<file path="src/rtl/ps2_keycode_if.sv">
// PS/2 pin inputs and decoded key outputs of ps2_keycode.
// The master side drives the pins; the slave side is the decoder.
interface ps2_keycode_if;
   logic       ps2_clk;
   logic       ps2_data;
   logic [7:0] keycode;
   logic       key_event;
   logic       frame_err;

   modport master (
      output ps2_clk,
      output ps2_data,
      input  keycode,
      input  key_event,
      input  frame_err
   );

   modport slave (
      input  ps2_clk,
      input  ps2_data,
      output keycode,
      output key_event,
      output frame_err
   );
endinterface

</file>
<file path="src/rtl/ps2_keycode.sv">
// PS/2 scan code set 2 receiver. It turns make/break/extended sequences into the
// HID code of the mapped key that is currently held.
module ps2_keycode #(
   parameter int TIMEOUT_CYCLES = 50000
) (
   input logic          Clk,
   input logic          Reset,
   ps2_keycode_if.slave bus
);

   localparam int TW = $clog2(TIMEOUT_CYCLES + 1);

   typedef enum logic [1:0] {IDLE, EXT, BRK, EXT_BRK} prefix_t;

   logic          r_clkSync1;
   logic          r_clkSync2;
   logic          r_clkPrev;
   logic          r_dataSync1;
   logic          r_dataSync2;
   logic          w_fall;

   logic [3:0]    r_bitCnt;
   logic [7:0]    r_shift;
   logic          r_startBit;
   logic          r_parity;
   logic [TW-1:0] r_timeout;
   logic [7:0]    r_byte;
   logic          r_byteStrobe;
   logic          r_byteErr;
   logic          r_timeoutHit;

   prefix_t       r_state;
   logic [7:0]    r_keycode;
   logic          r_keyEvent;
   logic          r_frameErr;
   logic          w_mapExt;
   logic [8:0]    w_map;
   logic          w_mapped;
   logic [7:0]    w_hid;

   // {mapped, hid} for a scan code, qualified by the E0 prefix.
   function automatic logic [8:0] mapKey(input logic ext, input logic [7:0] scan);
      logic [8:0] result;
      result = 9'h000;
      case ({ext, scan})
         9'h01C:  result = {1'b1, 8'h04};
         9'h023:  result = {1'b1, 8'h07};
         9'h01D:  result = {1'b1, 8'h1A};
         9'h01B:  result = {1'b1, 8'h16};
         9'h029:  result = {1'b1, 8'h2C};
         9'h05A:  result = {1'b1, 8'h28};
         9'h16B:  result = {1'b1, 8'h50};
         9'h174:  result = {1'b1, 8'h4F};
         default: result = 9'h000;
      endcase
      return result;
   endfunction

   // Pin synchronizers. The clock path idles high, so a reset must not fake an edge.
   always_ff @(posedge Clk or posedge Reset) begin
      if (Reset) begin
         r_clkSync1  <= 1'b1;
         r_clkSync2  <= 1'b1;
         r_clkPrev   <= 1'b1;
         r_dataSync1 <= 1'b1;
         r_dataSync2 <= 1'b1;
      end else begin
         r_clkSync1  <= bus.ps2_clk;
         r_clkSync2  <= r_clkSync1;
         r_clkPrev   <= r_clkSync2;
         r_dataSync1 <= bus.ps2_data;
         r_dataSync2 <= r_dataSync1;
      end
   end

   assign w_fall = r_clkPrev & ~r_clkSync2;

   // Framing and the watchdog. If an edge and the timeout land on the same cycle, the edge wins.
   always_ff @(posedge Clk or posedge Reset) begin
      if (Reset) begin
         r_bitCnt     <= 4'd0;
         r_shift      <= 8'h00;
         r_startBit   <= 1'b0;
         r_parity     <= 1'b0;
         r_timeout    <= '0;
         r_byte       <= 8'h00;
         r_byteStrobe <= 1'b0;
         r_byteErr    <= 1'b0;
         r_timeoutHit <= 1'b0;
      end else begin
         r_byteStrobe <= 1'b0;
         r_byteErr    <= 1'b0;
         r_timeoutHit <= 1'b0;
         if (w_fall) begin
            r_timeout <= '0;
            case (r_bitCnt)
               4'd0: begin
                  r_startBit <= r_dataSync2;
                  r_bitCnt   <= 4'd1;
               end
               4'd9: begin
                  r_parity <= r_dataSync2;
                  r_bitCnt <= 4'd10;
               end
               4'd10: begin
                  r_bitCnt <= 4'd0;
                  r_byte   <= r_shift;
                  if (!r_startBit && r_dataSync2 && (^{r_shift, r_parity}))
                     r_byteStrobe <= 1'b1;
                  else
                     r_byteErr <= 1'b1;
               end
               default: begin
                  r_shift  <= {r_dataSync2, r_shift[7:1]};
                  r_bitCnt <= r_bitCnt + 4'd1;
               end
            endcase
         end else if (r_bitCnt != 4'd0) begin
            if (r_timeout == TW'(TIMEOUT_CYCLES - 1)) begin
               r_timeout    <= '0;
               r_bitCnt     <= 4'd0;
               r_timeoutHit <= 1'b1;
            end else begin
               r_timeout <= r_timeout + TW'(1);
            end
         end
      end
   end

   assign w_mapExt = (r_state == EXT) || (r_state == EXT_BRK);
   assign w_map    = mapKey(w_mapExt, r_byte);
   assign w_mapped = w_map[8];
   assign w_hid    = w_map[7:0];

   // Prefix FSM. Only a change of the held code raises key_event, so typematic repeats are silent.
   always_ff @(posedge Clk or posedge Reset) begin
      if (Reset) begin
         r_state    <= IDLE;
         r_keycode  <= 8'h00;
         r_keyEvent <= 1'b0;
         r_frameErr <= 1'b0;
      end else begin
         r_keyEvent <= 1'b0;
         r_frameErr <= 1'b0;
         if (r_byteErr || r_timeoutHit) begin
            r_frameErr <= 1'b1;
            r_state    <= IDLE;
         end else if (r_byteStrobe) begin
            case (r_state)
               IDLE, EXT: begin
                  if (r_byte == 8'hF0) begin
                     r_state <= (r_state == EXT) ? EXT_BRK : BRK;
                  end else if (r_byte == 8'hE0) begin
                     r_state <= EXT;
                  end else begin
                     r_state <= IDLE;
                     if (w_mapped && (w_hid != r_keycode)) begin
                        r_keycode  <= w_hid;
                        r_keyEvent <= 1'b1;
                     end
                  end
               end
               BRK, EXT_BRK: begin
                  r_state <= IDLE;
                  if ((r_byte != 8'hE0) && (r_byte != 8'hF0) && w_mapped && (w_hid == r_keycode)) begin
                     r_keycode  <= 8'h00;
                     r_keyEvent <= 1'b1;
                  end
               end
               default: r_state <= IDLE;
            endcase
         end
      end
   end

   assign bus.keycode   = r_keycode;
   assign bus.key_event = r_keyEvent;
   assign bus.frame_err = r_frameErr;

endmodule
</file>
<file path="src/flat_wrapper.sv">
// flat-port wrapper written by rule: the top's interface ports become plain ports
module ps2_keycode_flat 
#(
   parameter int TIMEOUT_CYCLES = 50000
)
  (Clk, Reset, bus_ps2_clk, bus_ps2_data, bus_keycode, bus_key_event, bus_frame_err);
  ps2_keycode_if bus_i ();
  input logic Clk;
  input logic Reset;
  input wire logic [$bits(bus_i.ps2_clk)-1:0] bus_ps2_clk;
  input wire logic [$bits(bus_i.ps2_data)-1:0] bus_ps2_data;
  output wire logic [$bits(bus_i.keycode)-1:0] bus_keycode;
  output wire logic [$bits(bus_i.key_event)-1:0] bus_key_event;
  output wire logic [$bits(bus_i.frame_err)-1:0] bus_frame_err;
  assign bus_i.ps2_clk = bus_ps2_clk;
  assign bus_i.ps2_data = bus_ps2_data;
  assign bus_keycode = bus_i.keycode;
  assign bus_key_event = bus_i.key_event;
  assign bus_frame_err = bus_i.frame_err;
  ps2_keycode #(.TIMEOUT_CYCLES(TIMEOUT_CYCLES)) u_core (.Clk(Clk), .Reset(Reset), .bus(bus_i));
endmodule
</file>
<file path="config.mk">
export PLATFORM = sky130hd
export DESIGN_NAME = ps2_keycode_flat
export DESIGN_NICKNAME = d
export VERILOG_FILES = /design/src/rtl/ps2_keycode_if.sv /design/src/rtl/ps2_keycode.sv /design/src/flat_wrapper.sv
export SDC_FILE = /design/constraint.sdc
export NUM_CORES = 1
export LEC_CHECK = 0
export ABC_AREA = 0
export BUFFER_PORTS_ARGS = -buffer_cell sky130_fd_sc_hd__buf_4
export CELL_PAD_IN_SITES_DETAIL_PLACEMENT = 0
export CELL_PAD_IN_SITES_GLOBAL_PLACEMENT = 1
export CORE_MARGIN = 10
export CORE_UTILIZATION = 40
export CTS_CLUSTER_DIAMETER = 50
export DETAILED_ROUTE_END_ITERATION = 16
export GPL_ROUTABILITY_DRIVEN = 1
export PLACE_DENSITY_LB_ADDON = 0.1
export SLEW_MARGIN = 10
export SYNTH_ARGS = -nofsm -noshare
export SYNTH_HDL_FRONTEND = slang
export SYNTH_SLANG_ARGS = --single-unit
</file>
<file path="constraint.sdc">
create_clock -name Clk -period 5.4 [get_ports Clk]
set_input_delay 1.08 -clock Clk [delete_from_list [all_inputs] [get_ports Clk]]
set_output_delay 1.08 -clock Clk [all_outputs]
set_load 0.01 [all_outputs]
</file>
==> key figures <==
Clock tree
  • CTS tree: done
  • Number of setup buffers added after CTS: 0
  • CTS hold repair buffers: 0
  • Root Driver: clkbuf_8
  • H-tree levels: 3
  • TritonCTS buffer count: 9
  • CTS Buffer Depth: 2
  • Clock latency on the worst-skew pair: 0.34 ns
  • Sink Count: 57
  • CTS resizes: 0
  • Clock transition at path regs: 0.07 ns

Placed design
  • Routability Congestion: 0.791
  • Final HPWL DP: 4.93 mm
  • # port buffers: 12

Detailed routing
  • # DRC: 0
  • Routed len/inst: 15.5 um
  • Post-DR vias/cell: 5.46
  • Initial DRC Count: 167
  • 1st-pass router iterations: 4
  • Final ANT Viol Nets: 0
  • WL final: 7.03 mm
  • Total number of vias: 2,481

Synthesis
  • Count leader, synth: dfrtp_1
  • Simple-gate portion of the synthesized area: 24.9%
  • EDFF count, synth: 0
  • Yosys cell types: 57
  • Post-Synth XOR/XNOR Area: 4.89%
  • Mapped Nets: 347
  • Synth area leader: dfrtp_1
  • Post-synth top area share: 40.4%
  • Post-synth top cells: 52 x dfrtp_1, 32 x nand2_1, 28 x nor2_1, 28 x o21ai_0, 19 x nand3_1
  • Largest family of logic cells by synthesized area: simple AND/OR/NAND/NOR gates
  • Top cells by area, synth: dfrtp_1 40%, mux2_2 6.3%, o21ai_0 4.3%, dfstp_2 4.1%, nand2_1 3.7%
  • Avg Cell Area, Syn: 9.54 um^2
  • Syn Inst Count: 338
  • Main flop type after synthesis: dfrtp_1
  • Multiplexer share of the synthesized area: 6.29%
  • Synth Area in Compound Gates: 13.6%
  • #FFs+latches synth: 57
  • Yosys warns: 0
  • Post-Synth Adder-Cell Area: 1.94%
  • Sequential fraction of the synthesis area: 44.4%
  • Async SR Flop Fraction: 100%
  • Synth Cell Area: 3220 um^2

STA
  • Pins Over Slew Limit: 0
  • Unrepaired setup endpoints after global routing: false
  • Fmax: 0.361 GHz
  • Hold_ws: 0.356 ns
  • Total Neg Setup Slack: 0 ns
  • Clock skew: 0.00768 ns
  • Final setup viols: 0
  • Period utilization: 51.3%
  • Final Hold Fails: 0
  • Min Clock Period, post-route: 2.77 ns
  • Slew @ Worst Pin: 1.04 ns
  • Max-slew headroom: 29.1%

Layout
  • Area occupied by multi-input gates: 1670 um^2
  • # fillers: 758
  • Post-layout net count: 356
  • Antenna Cells: 0
  • Area grow syn2layout: 11.9%
  • Register area: 1430 um^2
  • Layout cells sized above 1: 18.5%

Die
  • Die span in x: 110 um
  • Placement row count: 32
  • Die area: 12,000 um^2
  • I/O pins: 14
  • Die height: 110 um
  • Initial Utilization: 41.5%
  • Core area: 7770 um^2

Worst setup path
  • Worst R2R Start: u_core.r_byte[0]
  • R2R setup slack: 2.63 ns
  • Crit Path Class: flop to flop
  • Worst reg2reg endpoint: u_core.bus.keycode[3]
  • Worst setup startpoint: u_core.r_byte[0]
  • Critical Path RT: 5.67 ns
  • Crit path capture: u_core.bus.keycode[3]
  • Crit end category: flop
  • CP Launch Type: flop
  • Worst-case reg-to-reg path depth: 7
  • Crit path DAT: 3.04 ns
  • Max FO, Critical Path: 14

Run status
  • Status: finished, final reports clean

GRT
  • Vias in the first global route: 2,449
  • Initial antenna violation count: 0
  • First-pass GRT wire length: 12.3 mm
  • Largest net degree at the start of global routing: 58
  • GRT overflow: 0
  • GRT Total Usage: 12.9%

Power and ir drop
  • Pwr Density: 391 nW/um^2
  • Peak supply drop: 0.000274 V
  • Leak: 1.52 nW

Flow run
  • Max-cap violation count: 0

Min path
  • Hold Crit Start: u_core.r_clkSync1
  • Min-Delay Path Class: flop to flop
==> per-stage QoR <==
stage	utilization (%)	instances	worst slack (ns)	cell area, um^2	power [mW]
2_1_floorplan	-	338	2.93	3220	0.882
3_3_place_gp	43.6	438	2.64	3390	0.970
3_5_place_dp	43.6	438	2.66	3390	0.970
4_1_cts	46.4	454	2.62	3610	1.43
5_1_grt	46.4	454	2.41	3610	1.51
6_report	46.4	454	2.63	3610	1.41
==> cells by family (layout without fill, tap and decap cells) <==
group	after synthesis	in the layout
buf+inv	29	43
other cells	1	1
compound gates	67	67
xor+xnor	18	18
flops	57	57
fa+ha+maj	5	5
simple gates	143	143
mux	18	18
==> flip-flops by register name, indices dropped and copies added (netlist names) <==
name,count
u_core.bus.frame_err,1
u_core.bus.key_event,1
u_core.bus.keycode,7
u_core.r_bitCnt,4
u_core.r_byte,8
u_core.r_byteErr,1
u_core.r_byteStrobe,1
u_core.r_clkPrev,1
u_core.r_clkSync1,1
u_core.r_clkSync2,1
u_core.r_dataSync1,1
u_core.r_dataSync2,1
u_core.r_parity,1
u_core.r_shift,8
u_core.r_startBit,1
u_core.r_state,2
u_core.r_timeout,16
u_core.r_timeoutHit,1
==> power breakdown <==
part / leakage (nW) / switching (mW) / internal [mW] / total, mW
sequential: 0.754 / 0.0865 / 0.501 / 0.587
clock: 0.113 / 0.180 / 0.272 / 0.452
combinational: 0.651 / 0.185 / 0.187 / 0.372
total: 1.52 / 0.451 / 0.959 / 1.41
==> routing by layer <==
| layer | vias up | share of wire [%] | global-route usage [%] |
|---|---|---|---|
| met1 | 1215 | 50 | 17.5 |
| li1 | 1229 | - | - |
| met2 | 33 | 45 | 19.3 |
| met5 | - | 0 | 0 |
| met3 | 4 | 3.8 | 3.92 |
| met4 | 0 | 0.55 | 3.62 |
==> cells in the final DEF, fill, tap and decap left out, types with 3 or more instances in the layout <==
cell type  count
o31ai_1        4
nand2b_1       4
xor2_1         8
nand3_1       19
a21o_1         4
or3b_2         3
mux2_2        18
buf_4         15
o211ai_1       3
and3_1         8
xnor2_1       10
clkbuf_8      10
inv_1         11
o21ai_0       28
dfrtp_1       52
or3_1          4
nor2_1        28
nand2_1       32
a21oi_1        9
nor2b_1        8
ha_1           5
o311ai_0       3
and2_1         3
dfstp_2        5
nand4_1        4
nor3_1         6
==> critical path, stage by stage, from the launching register on <==
cell	delay (ns)
dfrtp_1	0.51
or4b_4	0.53
or3_4	0.40
a21o_1	0.19
a22oi_2	0.21
nand4_2	0.32
or3b_1	0.44
nand3_1	0.09
==> worst min path at each step <==
stage	cells past startpoint	endpoint	slack [ns]
global placement	0	u_core.r_dataSync2	0.35
global route	0	u_core.r_clkSync2	0.36
floorplan	0	u_core.r_clkSync2	0.35
CTS	0	u_core.r_clkSync2	0.36
detailed placement	0	u_core.r_clkSync2	0.35
finish	0	u_core.r_clkSync2	0.36
==> area by class of cell <==
class,count,area share [%]
tap,102,3.54
multi-input combinational,252,46.3
clock buffer,11,3.92
inverter,12,1.25
clock inverter,5,2.19
sequential,57,39.7
timing repair buffer,15,3.12
Power figures use the tool's default switching activity.
